<file path="src/rtl/display_scan_controller_pkg.sv">
// Shared definitions for the seven-segment scan controller: FSM encoding,
// per-slot anode patterns and the blanked output values.
package display_scan_controller_pkg;

  typedef enum logic {
    ST_GUARD = 1'b0,
    ST_SHOW  = 1'b1
  } scan_state_e;

  localparam logic [3:0] ANODE_OFF   = 4'b1111;
  localparam logic [6:0] SEGS_OFF    = 7'b1111111;

  localparam logic [3:0] ANODE_SLOT0 = 4'b1110;
  localparam logic [3:0] ANODE_SLOT1 = 4'b1101;
  localparam logic [3:0] ANODE_SLOT2 = 4'b1011;
  localparam logic [3:0] ANODE_SLOT3 = 4'b0111;

  function automatic logic [3:0] slot_anode(input logic [1:0] slot);
    case (slot)
      2'd0:    return ANODE_SLOT0;
      2'd1:    return ANODE_SLOT1;
      2'd2:    return ANODE_SLOT2;
      default: return ANODE_SLOT3;
    endcase
  endfunction

endpackage

</file>
<file path="src/rtl/display_scan_controller_hex_to_segs.sv">
// Hex digit to active-low seven-segment pattern {g,f,e,d,c,b,a}.
module hex_to_segs
  import display_scan_controller_pkg::*;
(
  input  logic [3:0] hex,
  output logic [6:0] segs
);

  always_comb begin
    // NOTE: default assignment first so no path through the block leaves segs unassigned (no latch).
    segs = SEGS_OFF;
    case (hex)
      4'h0: segs = 7'b1000000;
      4'h1: segs = 7'b1111001;
      4'h2: segs = 7'b0100100;
      4'h3: segs = 7'b0110000;
      4'h4: segs = 7'b0011001;
      4'h5: segs = 7'b0010010;
      4'h6: segs = 7'b0000010;
      4'h7: segs = 7'b1111000;
      4'h8: segs = 7'b0000000;
      4'h9: segs = 7'b0010000;
      4'hA: segs = 7'b0001000;
      4'hB: segs = 7'b0000011;
      4'hC: segs = 7'b1000110;
      4'hD: segs = 7'b0100001;
      4'hE: segs = 7'b0000110;
      4'hF: segs = 7'b0001110;
      default: segs = SEGS_OFF;
    endcase
  end

endmodule

</file>
<file path="src/rtl/display_scan_controller.sv">
// Four-digit multiplexed display scanner with a guard-blanked slot at each
// digit change and a double-buffered frame that only swaps at the frame wrap.
module display_scan_controller
  import display_scan_controller_pkg::*;
#(
  parameter int REFRESH_DIV  = 100000,
  parameter int GUARD_CYCLES = 16
) (
  input  logic       clk,
  input  logic       reset,
  input  logic       enable,
  input  logic       load_valid,
  output logic       load_ready,
  input  logic [7:0] y_value,
  input  logic [3:0] operation,
  output logic [3:0] anode,
  output logic [6:0] segs,
  output logic       frame_done
);

  localparam int CW = $clog2(REFRESH_DIV);
  localparam logic [CW-1:0] CNT_LAST       = CW'(REFRESH_DIV - 1);
  localparam logic [CW-1:0] CNT_GUARD_LAST = CW'(GUARD_CYCLES - 1);

  scan_state_e   state;
  logic [CW-1:0] cnt;
  logic [1:0]    slot;
  logic          pend_valid;
  logic [7:0]    pend_y, frame_y;
  logic [3:0]    pend_op, frame_op;
  logic [3:0]    digit;
  logic [6:0]    digit_segs;
  logic          slot_last, wrap, accept;

  assign slot_last  = (cnt == CNT_LAST);
  assign wrap       = enable && slot_last && (slot == 2'd3);
  assign load_ready = !pend_valid;
  assign accept     = load_valid && load_ready;

  always_comb begin
    digit = frame_op;
    case (slot)
      2'd0:    digit = frame_op;
      2'd1:    digit = 4'h0;
      2'd2:    digit = frame_y[3:0];
      default: digit = frame_y[7:4];
    endcase
  end

  hex_to_segs u_hex_to_segs (
    .hex  (digit),
    .segs (digit_segs)
  );

  // NOTE: every register here uses <= so all updates see the pre-edge values of one another.
  always_ff @(posedge clk) begin
    if (reset) begin
      state      <= ST_GUARD;
      cnt        <= '0;
      slot       <= 2'd0;
      pend_valid <= 1'b0;
      pend_y     <= '0;
      pend_op    <= '0;
      frame_y    <= '0;
      frame_op   <= '0;
      anode      <= ANODE_OFF;
      segs       <= SEGS_OFF;
      frame_done <= 1'b0;
    end else begin
      // Accept and commit are mutually exclusive: one needs pending empty, the other full.
      if (accept) begin
        pend_valid <= 1'b1;
        pend_y     <= y_value;
        pend_op    <= operation;
      end else if (wrap && pend_valid) begin
        frame_y    <= pend_y;
        frame_op   <= pend_op;
        pend_valid <= 1'b0;
        pend_y     <= '0;
        pend_op    <= '0;
      end

      frame_done <= wrap;

      if (enable) begin
        if (slot_last) begin
          cnt   <= '0;
          slot  <= slot + 2'd1;
          state <= ST_GUARD;
        end else begin
          cnt <= cnt + CW'(1);
          if (cnt == CNT_GUARD_LAST) state <= ST_SHOW;
        end
      end

      if (enable && state == ST_SHOW) begin
        anode <= slot_anode(slot);
        segs  <= digit_segs;
      end else begin
        anode <= ANODE_OFF;
        segs  <= SEGS_OFF;
      end
    end
  end

endmodule

</file>
<file path="config.mk">
export PLATFORM = sky130hd
export DESIGN_NAME = display_scan_controller
export DESIGN_NICKNAME = d
export VERILOG_FILES = /design/src/rtl/display_scan_controller_pkg.sv /design/src/rtl/display_scan_controller_hex_to_segs.sv /design/src/rtl/display_scan_controller.sv
export SDC_FILE = /design/constraint.sdc
export NUM_CORES = 1
export LEC_CHECK = 0
export CORE_MARGIN = 1
export CORE_UTILIZATION = 30
export DETAILED_ROUTE_END_ITERATION = 7
export GPL_ROUTABILITY_DRIVEN = 0
export PLACE_DENSITY = 0.51
export SETUP_SLACK_MARGIN = 0.2
export SYNTH_ARGS = -nofsm -noshare
export SYNTH_HDL_FRONTEND = slang
export SYNTH_SLANG_ARGS = --single-unit
</file>
<file path="constraint.sdc">
create_clock -name clk -period 2.2 [get_ports clk]
set_input_delay 0.22 -clock clk [delete_from_list [all_inputs] [get_ports clk]]
set_output_delay 0.22 -clock clk [all_outputs]
set_load 0.02 [all_outputs]
</file>
**After elaboration in Yosys (flattened, before gate mapping)**

Memories as Yosys holds them, arrays and structs flattened. A register that Yosys moved wholly into a read port is not among the register bits.
Cells that the tools add are included.

- Bits in registers: 50
- Memory bits (read-only): 112
- Output and inout port bits: 13
- Word-level logic and storage cells: 44
- Memories kept: 1

- Add/subtract/negate cells: 2
- Eq/ne operators: 5
- Mux-type cells: 11
- Bitwise operators: 2
- Reductions and logical operators: 13

Memory list:

| name | depth | width | rd ports | clocked after memory_dff | write ports | RTL line | text |
|---|---|---|---|---|---|---|---|
| (name not given) | 16 | 7 | 1 | 1 | 0 | display_scan_controller_hex_to_segs.sv:12 | `case (hex)` |

Operators with widths:

| cell | number |
|---|---|
| $pmux 4 s3 | 2 |
| $add 17x1->17 const B | 1 |
| $eq 17x17->1 const B | 1 |
| $eq 17x4->1 const B | 1 |
| $mux 17 | 1 |
| $mux 8 | 2 |
| $mux 4 | 2 |
| $reduce_and 2->1 | 3 |
| $logic_and 1x1->1 | 5 |
| $eq 2x2->1 const B | 2 |
| $mux 1 | 4 |
| $reduce_bool 2->1 | 2 |
| $add 2x1->2 const B | 1 |
| $eq 2x1->1 const B | 1 |
| $logic_not 2->1 | 1 |
| $not 1->1 | 2 |
| $reduce_or 2->1 | 1 |
| $logic_not 1->1 | 1 |

**Logic depth before layout (Yosys ltp)**

Gate-level depths: netlist of run 1.

- Depth in word-level cells: 6
- Depth in mapped cells: 9
- Mapped depth without buffers: 9

**Cells and area by module**

Synthesis of run 1 repeated with hierarchy kept, for this count alone.

- Cells, all modules: 294
- Area, all modules: 2658.8 um^2

By module, submodules not included:

| module | times used | cells each | area an instance (um^2) |
|---|---|---|---|
| display_scan_controller | 1 | 261 | 2384.8 |
| hex_to_segs | 1 | 33 | 274.0 |

**Least setup slack after synthesis of run 1**

OpenSTA, ideal clock, no wires.

- Kind: register -> register
- Start point: reg slot[0]
- End point: reg segs[3]
- Setup time: 0.120 ns
- Arrival time: 2.165 ns
- Required time: 2.080 ns
- Path slack: -0.085 ns
- Cell stages (with the launch flop): 9
- Cells stage by stage: dfxtp_1 ha_1 buf_2 inv_1 o21ai_0 inv_1 ha_1 mux2_2 o31a_1

- Word-level cells in the longest chain between the ends: 2
- Elaborated cells between the ends (all ways): 4
- Classes of those cells: eq/ne: 2; mux: 1; reduce/logical: 1

RTL lines:

| element | RTL line | text |
|---|---|---|
| start, declared | display_scan_controller.sv:27 | `logic [1:0] slot;` |
| start signal, assigned | display_scan_controller.sv:88 | `slot <= slot + 2'd1;` |
| $eq 2x2->1 (tied with other cells) | display_scan_controller.sv:42 | `case (slot)` |
| $pmux 4 s3 (*) | display_scan_controller.sv:42 |  |
| end, declared | display_scan_controller.sv:17 | `output logic [6:0] segs,` |

Mark *: on every way between the ends. The rest lies on a longest branch, timed or not.
A chain may end at the register's enable or synchronous reset.

**Worst setup path in the final report of run 1**

Ends and elaborated chain as after synthesis.

==> results of run 1 <==
==> cell families after synthesis <==
kind of cell               count (synthesis)
xor gates and xnor gates                  11
adders and majority gates                 12
muxes                                      5
buffers and inverters                     41
DFF                                       57
AOI/OAI and AO/OA                         73
and+or+nand+nor                          104
==> routing by layer <==
layer	vias up	share of wire
met5	-	0
met4	0	0.0085
met1	1004	0.51
met3	4	0.052
li1	1174	-
met2	58	0.43
==> final cells by class <==
cell class / count / area share
clock buffer: 9 / 0.0360
clock inverter: 7 / 0.0276
inverter: 21 / 0.0229
multi-input combinational: 205 / 0.415
sequential: 57 / 0.334
tap: 108 / 0.0393
timing repair buffer: 48 / 0.125
==> worst max path at each step <==
stage                    to  slack [ns]  cells past startpoint
floorplan           segs[3]        0.20                      8
global placement    segs[3]        0.13                      8
detailed placement  segs[3]        0.02                      8
CTS                 segs[3]        0.21                      8
global route        segs[3]        0.20                      8
finish              segs[3]        0.25                      8
==> critical path, cell delays in order, from the launching register on <==
cell	delay [ns]
dfxtp_4	0.38
inv_2	0.07
ha_4	0.18
a221o_1	0.39
o21ai_4	0.09
inv_2	0.06
ha_2	0.19
mux2_2	0.26
o31a_1	0.23
==> registers in the layout, indices dropped and copies added (netlist names) <==
| signal | count |
|---|---|
| anode | 4 |
| cnt | 17 |
| frame_done | 1 |
| frame_op | 4 |
| frame_y | 8 |
| pend_op | 4 |
| pend_valid | 1 |
| pend_y | 8 |
| segs | 7 |
| slot | 2 |
| state | 1 |
==> cells in the mapped netlist, types with 4 or more instances <==
cell type / n / area, um^2
dfxtp_1: 57 / 1140
buf_2: 4 / 20.0
o21ai_0: 22 / 110
a221o_1: 6 / 60.1
ha_1: 12 / 150
nor2_1: 23 / 86.3
nand2_1: 13 / 48.8
nor3_1: 9 / 45.0
nor4_1: 4 / 25.0
a21oi_1: 19 / 95.1
clkbuf_1: 14 / 52.6
a31oi_1: 4 / 25.0
nand4_1: 14 / 87.6
inv_1: 21 / 78.8
nand3b_1: 15 / 113
nand3_1: 5 / 25.0
mux2i_1: 4 / 40.0
o41ai_1: 12 / 105
xnor2_1: 8 / 70.1
==> power by group <==
part / switching, mW / internal (mW)
sequential: 0.0127 / 1.05
combinational: 0.0451 / 0.0533
clock: 0.443 / 0.636
==> timing repair <==
item                                    4_1_cts  5_1_grt
pin swaps                                     1        1
resized for setup                             9        4
setup buffers                                 2        4
endpoints found under the setup margin        2        5
==> per-stage QoR <==
step	area, um^2	hold slack [ns]	instances	util	power (mW)
after floorplan	2700	0.356	303	-	1.14
after global routing	3440	0.447	455	0.397	2.32
after detailed placement	3130	0.458	433	0.361	1.19
after global placement	3130	0.455	433	0.361	1.18
final	3440	0.447	455	0.397	2.24
after CTS	3400	0.437	451	0.392	2.27
==> flow_summary.ini, run 1 <==
[global_route]
grt_busiest_layer = met2
grt_pass1_vias = 2111
grt_pass1_wl_um = 10000
antenna_found_initial = 0
grt_use_met3 = 0.0438
grt_max_degree = 27
met2_usage = 0.202
overflow = 0
gr-usage-all-layers = 0.141
gr-usage-met1 = 0.196

[cells_and_area]
syn2layout_area_growth_pct = 28.6
multi_input_area_um2 = 1430
mostFrequentLayoutCell = dfxtp_1
antennaDiodeCount = 0
fillers = 883
drive_gt1_frac = 0.164
final_cell_mix = dfxtp_1 (55), clkdlybuf4s50_1 (28), nor2_1 (23)
regArea_um2 = 1150
final_net_count = 370

[routing]
vias = 2240
remaining_drc_errors = 0
drt_iter0_markers = 120
wl_um = 5980
wl_per_cell_um = 13.1
viasPerCell = 4.92
dr.pass1.iters = 4
ant_nets = 0

[clocking]
cts_sinks = 57
numCtsBuffers = 9
cts_hold_buf = 0
clock_latency_ns = 0.34
cts-root-buf = clkbuf_8
cts_tree = done
clkTransAtPathRegs_ns = 0.08
htreeDepth = 3
cts_max_path_buffers = 2

[yosys]
seq_area_frac_synth = 0.426
synthesis.area_um2 = 2680
synth-edff-count = 0
synth.distinct_cells = 40
synthesis.nets = 331
ys.flop_type = dfxtp_1
synth_area_per_cell_um2 = 8.83
yosys_register_bits = 57
synthSimpleGateAreaFrac = 0.223
synthXorXnorAreaFrac = 0.0360
muxShareOfSynthArea = 0.0192
synth_compound_area_frac = 0.178
synth_top_family_by_area = simple AND/OR/NAND/NOR gates
synth_fa_ha_area_frac = 0.0561
synth_warnings = 0
synthCells = 303
async_flop_share = 0

[hold_path]
hold_path.startpoint = y_value[4]
hold_end = pend_y[4]
holdPathStages = 3
hold_path.class = input pin to flip-flop

[critical_path]
r2r-start = slot[0]
cp.arrival_ns = 2.18
cp.required_ns = 2.43
r2r_end = segs[3]
worstSetupStartpointType = flip-flop
end_kind = flip-flop
crit_type = flip-flop to flip-flop
path_max_fanout = 6
reg2reg_slack_ns = 0.25
critPathLaunch = slot[0]
reg2reg_depth = 8

[die]
coreArea_um2 = 8680
dieHeight_um = 96.5
start_util = 0.308
die_x_um = 96.5
io_pins = 29
dieArea_um2 = 9300
rows = 34

[place]
port_buffers = 28
pre_cts_slack_ns = 0.0183
dp_hpwl_um = 4180

[run_status]
status = complete, no violations

[timing]
period_share = 0.885
fin_ws_ns = 0.254
rsz0062_at_grt = no
setup-violations-final = 0
max_freq_mhz = 514
worst_pin_slew_ns = 0.487
skew_ns = 0.0142
hold_viol_final = 0
fin_crit_ns = 1.95
drv_slew = 0
tns_ns = 0
slew_headroom = 0.672

[job]
max_cap_violations = 0

[power_and_ir_drop]
vdd_drop_max_mv = 0.320
power_density_nw_per_um2 = 650
power.leakage_nw = 1.23
Power figures use the tool's default switching activity.
==> run 2: changes to the inputs <==
Clock period 2.2 ns to 1.7 ns, I/O delays scaled along.
==> flow_summary.ini, run 2 (same netlist as run 1, synthesis figures left out) <==
[run_status]
status = finished with violations
violations = negative setup slack

[global_route]
grt_pass1_wl_um = 10500
grt_pass1_vias = 2277
grt_max_degree = 45
overflow = 0
antenna_found_initial = 0
gr-usage-all-layers = 0.149

[timing]
worst_pin_slew_ns = 0.305
slew_headroom = 0.797
period_share = 1.11
fin_crit_ns = 1.88
hold_viol_final = 0
rsz0062_at_grt = yes
skew_ns = 0.0142
drv_slew = 0
max_freq_mhz = 531
fin_ws_ns = -0.184
setup-violations-final = 7

[hold_path]
hold_path.class = input pin to flip-flop
holdPathStages = 3
hold_end = pend_y[5]
hold_path.startpoint = y_value[5]

[cells_and_area]
fillers = 822
final_cell_mix = buf_4 (48), dfxtp_1 (44), clkdlybuf4s50_1 (25)
final_core_utilization = 0.500
largest_register_ffs = 17
regMostFlops = cnt
reg_top3 = cnt (17), frame_y (8), pend_y (8)
final_net_count = 414
syn2layout_area_growth_pct = 62.2
fin_area_um2 = 4340
drive_gt1_frac = 0.427
antennaDiodeCount = 0
mostFrequentLayoutCell = buf_4

[clocking]
numCtsBuffers = 9
cts_max_path_buffers = 2
cts_sinks = 57
cts_tree = done
clock_latency_ns = 0.35
clkTransAtPathRegs_ns = 0.08
htreeDepth = 3
cts-root-buf = clkbuf_8

[die]
start_util = 0.308
io_pins = 29
die_x_um = 96.5
dieArea_um2 = 9300
coreArea_um2 = 8680
dieHeight_um = 96.5
rows = 34

[critical_path]
path_max_fanout = 4
reg2reg_slack_ns = -0.18
cp.required_ns = 1.94
crit_type = flip-flop to flip-flop
worstSetupStartpointType = flip-flop
cp.arrival_ns = 2.13
r2r-start = slot[1]
end_kind = flip-flop
reg2reg_depth = 8
r2r_end = segs[3]

[routing]
wl_um = 6920
vias = 2499
wl_per_cell_um = 13.9
ant_nets = 0
dr.pass1.iters = 4
remaining_drc_errors = 0
viasPerCell = 5.01
drt_iter0_markers = 82

[power_and_ir_drop]
vdd_drop_max_mv = 0.385
finalPower_mw = 2.87
power_density_nw_per_um2 = 662
power.leakage_nw = 1.58

[job]
max_cap_violations = 0

[place]
placed_area_um2 = 3500
dp_hpwl_um = 4340
pre_cts_slack_ns = -0.217
port_buffers = 28
run 2: changes by cell type in the layout (fill, tap and decap cells not counted), moves of 6 or more:
cell,before,now
buf_4,20,48
nor2_4,0,7
buf_6,0,9
o21ai_1,0,12
o41ai_1,12,0
dfxtp_4,2,11
o21ai_0,20,3
o41ai_2,0,12
dfxtp_1,55,44
ha_4,2,8
nor2_1,23,10
nor2_2,0,6
run 2: timing repair:
| item | CTS | global route |
|---|---|---|
| resized for setup | 53 | 57 |
| setup buffers | 14 | 8 |
| setup endpoints to repair | 54 | 55 |
| pin swaps | 9 | 20 |
| gates cloned | 0 | 3 |
| hold buffers | 0 | 0 |
run 2: stage by stage:
step | std cells | TNS (ns) | hold slack, ns
after global routing | 499 | -1.74 | 0.411
after detailed placement | 458 | -4.68 | 0.454
after global placement | 458 | -4.62 | 0.452
after CTS | 488 | -0.884 | 0.376
final | 499 | -0.770 | 0.404
after floorplan | 303 | -0.289 | 0.306
run 2: area by class of cell:
| cell class | count | area [um^2] | share of cell area |
|---|---|---|---|
| inverter | 21 | 83.8 | 0.0193 |
| tap | 108 | 135 | 0.0311 |
| clock inverter | 7 | 80.1 | 0.0184 |
| timing repair buffer | 92 | 896 | 0.206 |
| clock buffer | 9 | 124 | 0.0285 |
| multi-input combinational | 205 | 1840 | 0.423 |
| sequential | 57 | 1180 | 0.273 |
run 2: worst max-delay path by stage:
stage	start	to	slack, ns	depth (start not counted)
6_report	slot[1]	segs[3]	-0.18	8
5_1_grt	slot[1]	segs[3]	-0.25	8
4_1_cts	slot[1]	segs[3]	-0.19	8
3_5_place_dp	enable	cnt[13]	-0.22	6
3_3_place_gp	enable	cnt[13]	-0.20	6
2_1_floorplan	slot[0]	segs[3]	-0.19	8
run 2: power by group:
part           leakage, nW  total, mW  internal [mW]  switching, mW
clock               0.0960       1.31          0.688          0.625
combinational         1.02      0.199          0.110         0.0886
sequential           0.472       1.36           1.35         0.0178
run 2: critical path, stage by stage, from the launching register on:
cell	delay [ns]
dfxtp_4	0.40
inv_4	0.05
ha_4	0.16
a221o_1	0.35
o21ai_4	0.09
inv_2	0.08
ha_4	0.16
mux2_4	0.25
o31a_1	0.24
run 2: layer usage:
layer | up-vias | GRT usage | share of wire
met5 | - | 0 | 0
met4 | 0 | 0.0674 | 0.014
met3 | 9 | 0.0383 | 0.029
met2 | 39 | 0.227 | 0.47
met1 | 1179 | 0.198 | 0.49
li1 | 1272 | - | -
==> run 3: changes to the inputs <==
Settings changed: GPL_ROUTABILITY_DRIVEN 0 to default, HOLD_SLACK_MARGIN from default to 0.08.
==> results of run 3 <==
Final layout, timing and power as in run 2 (identical DEF).
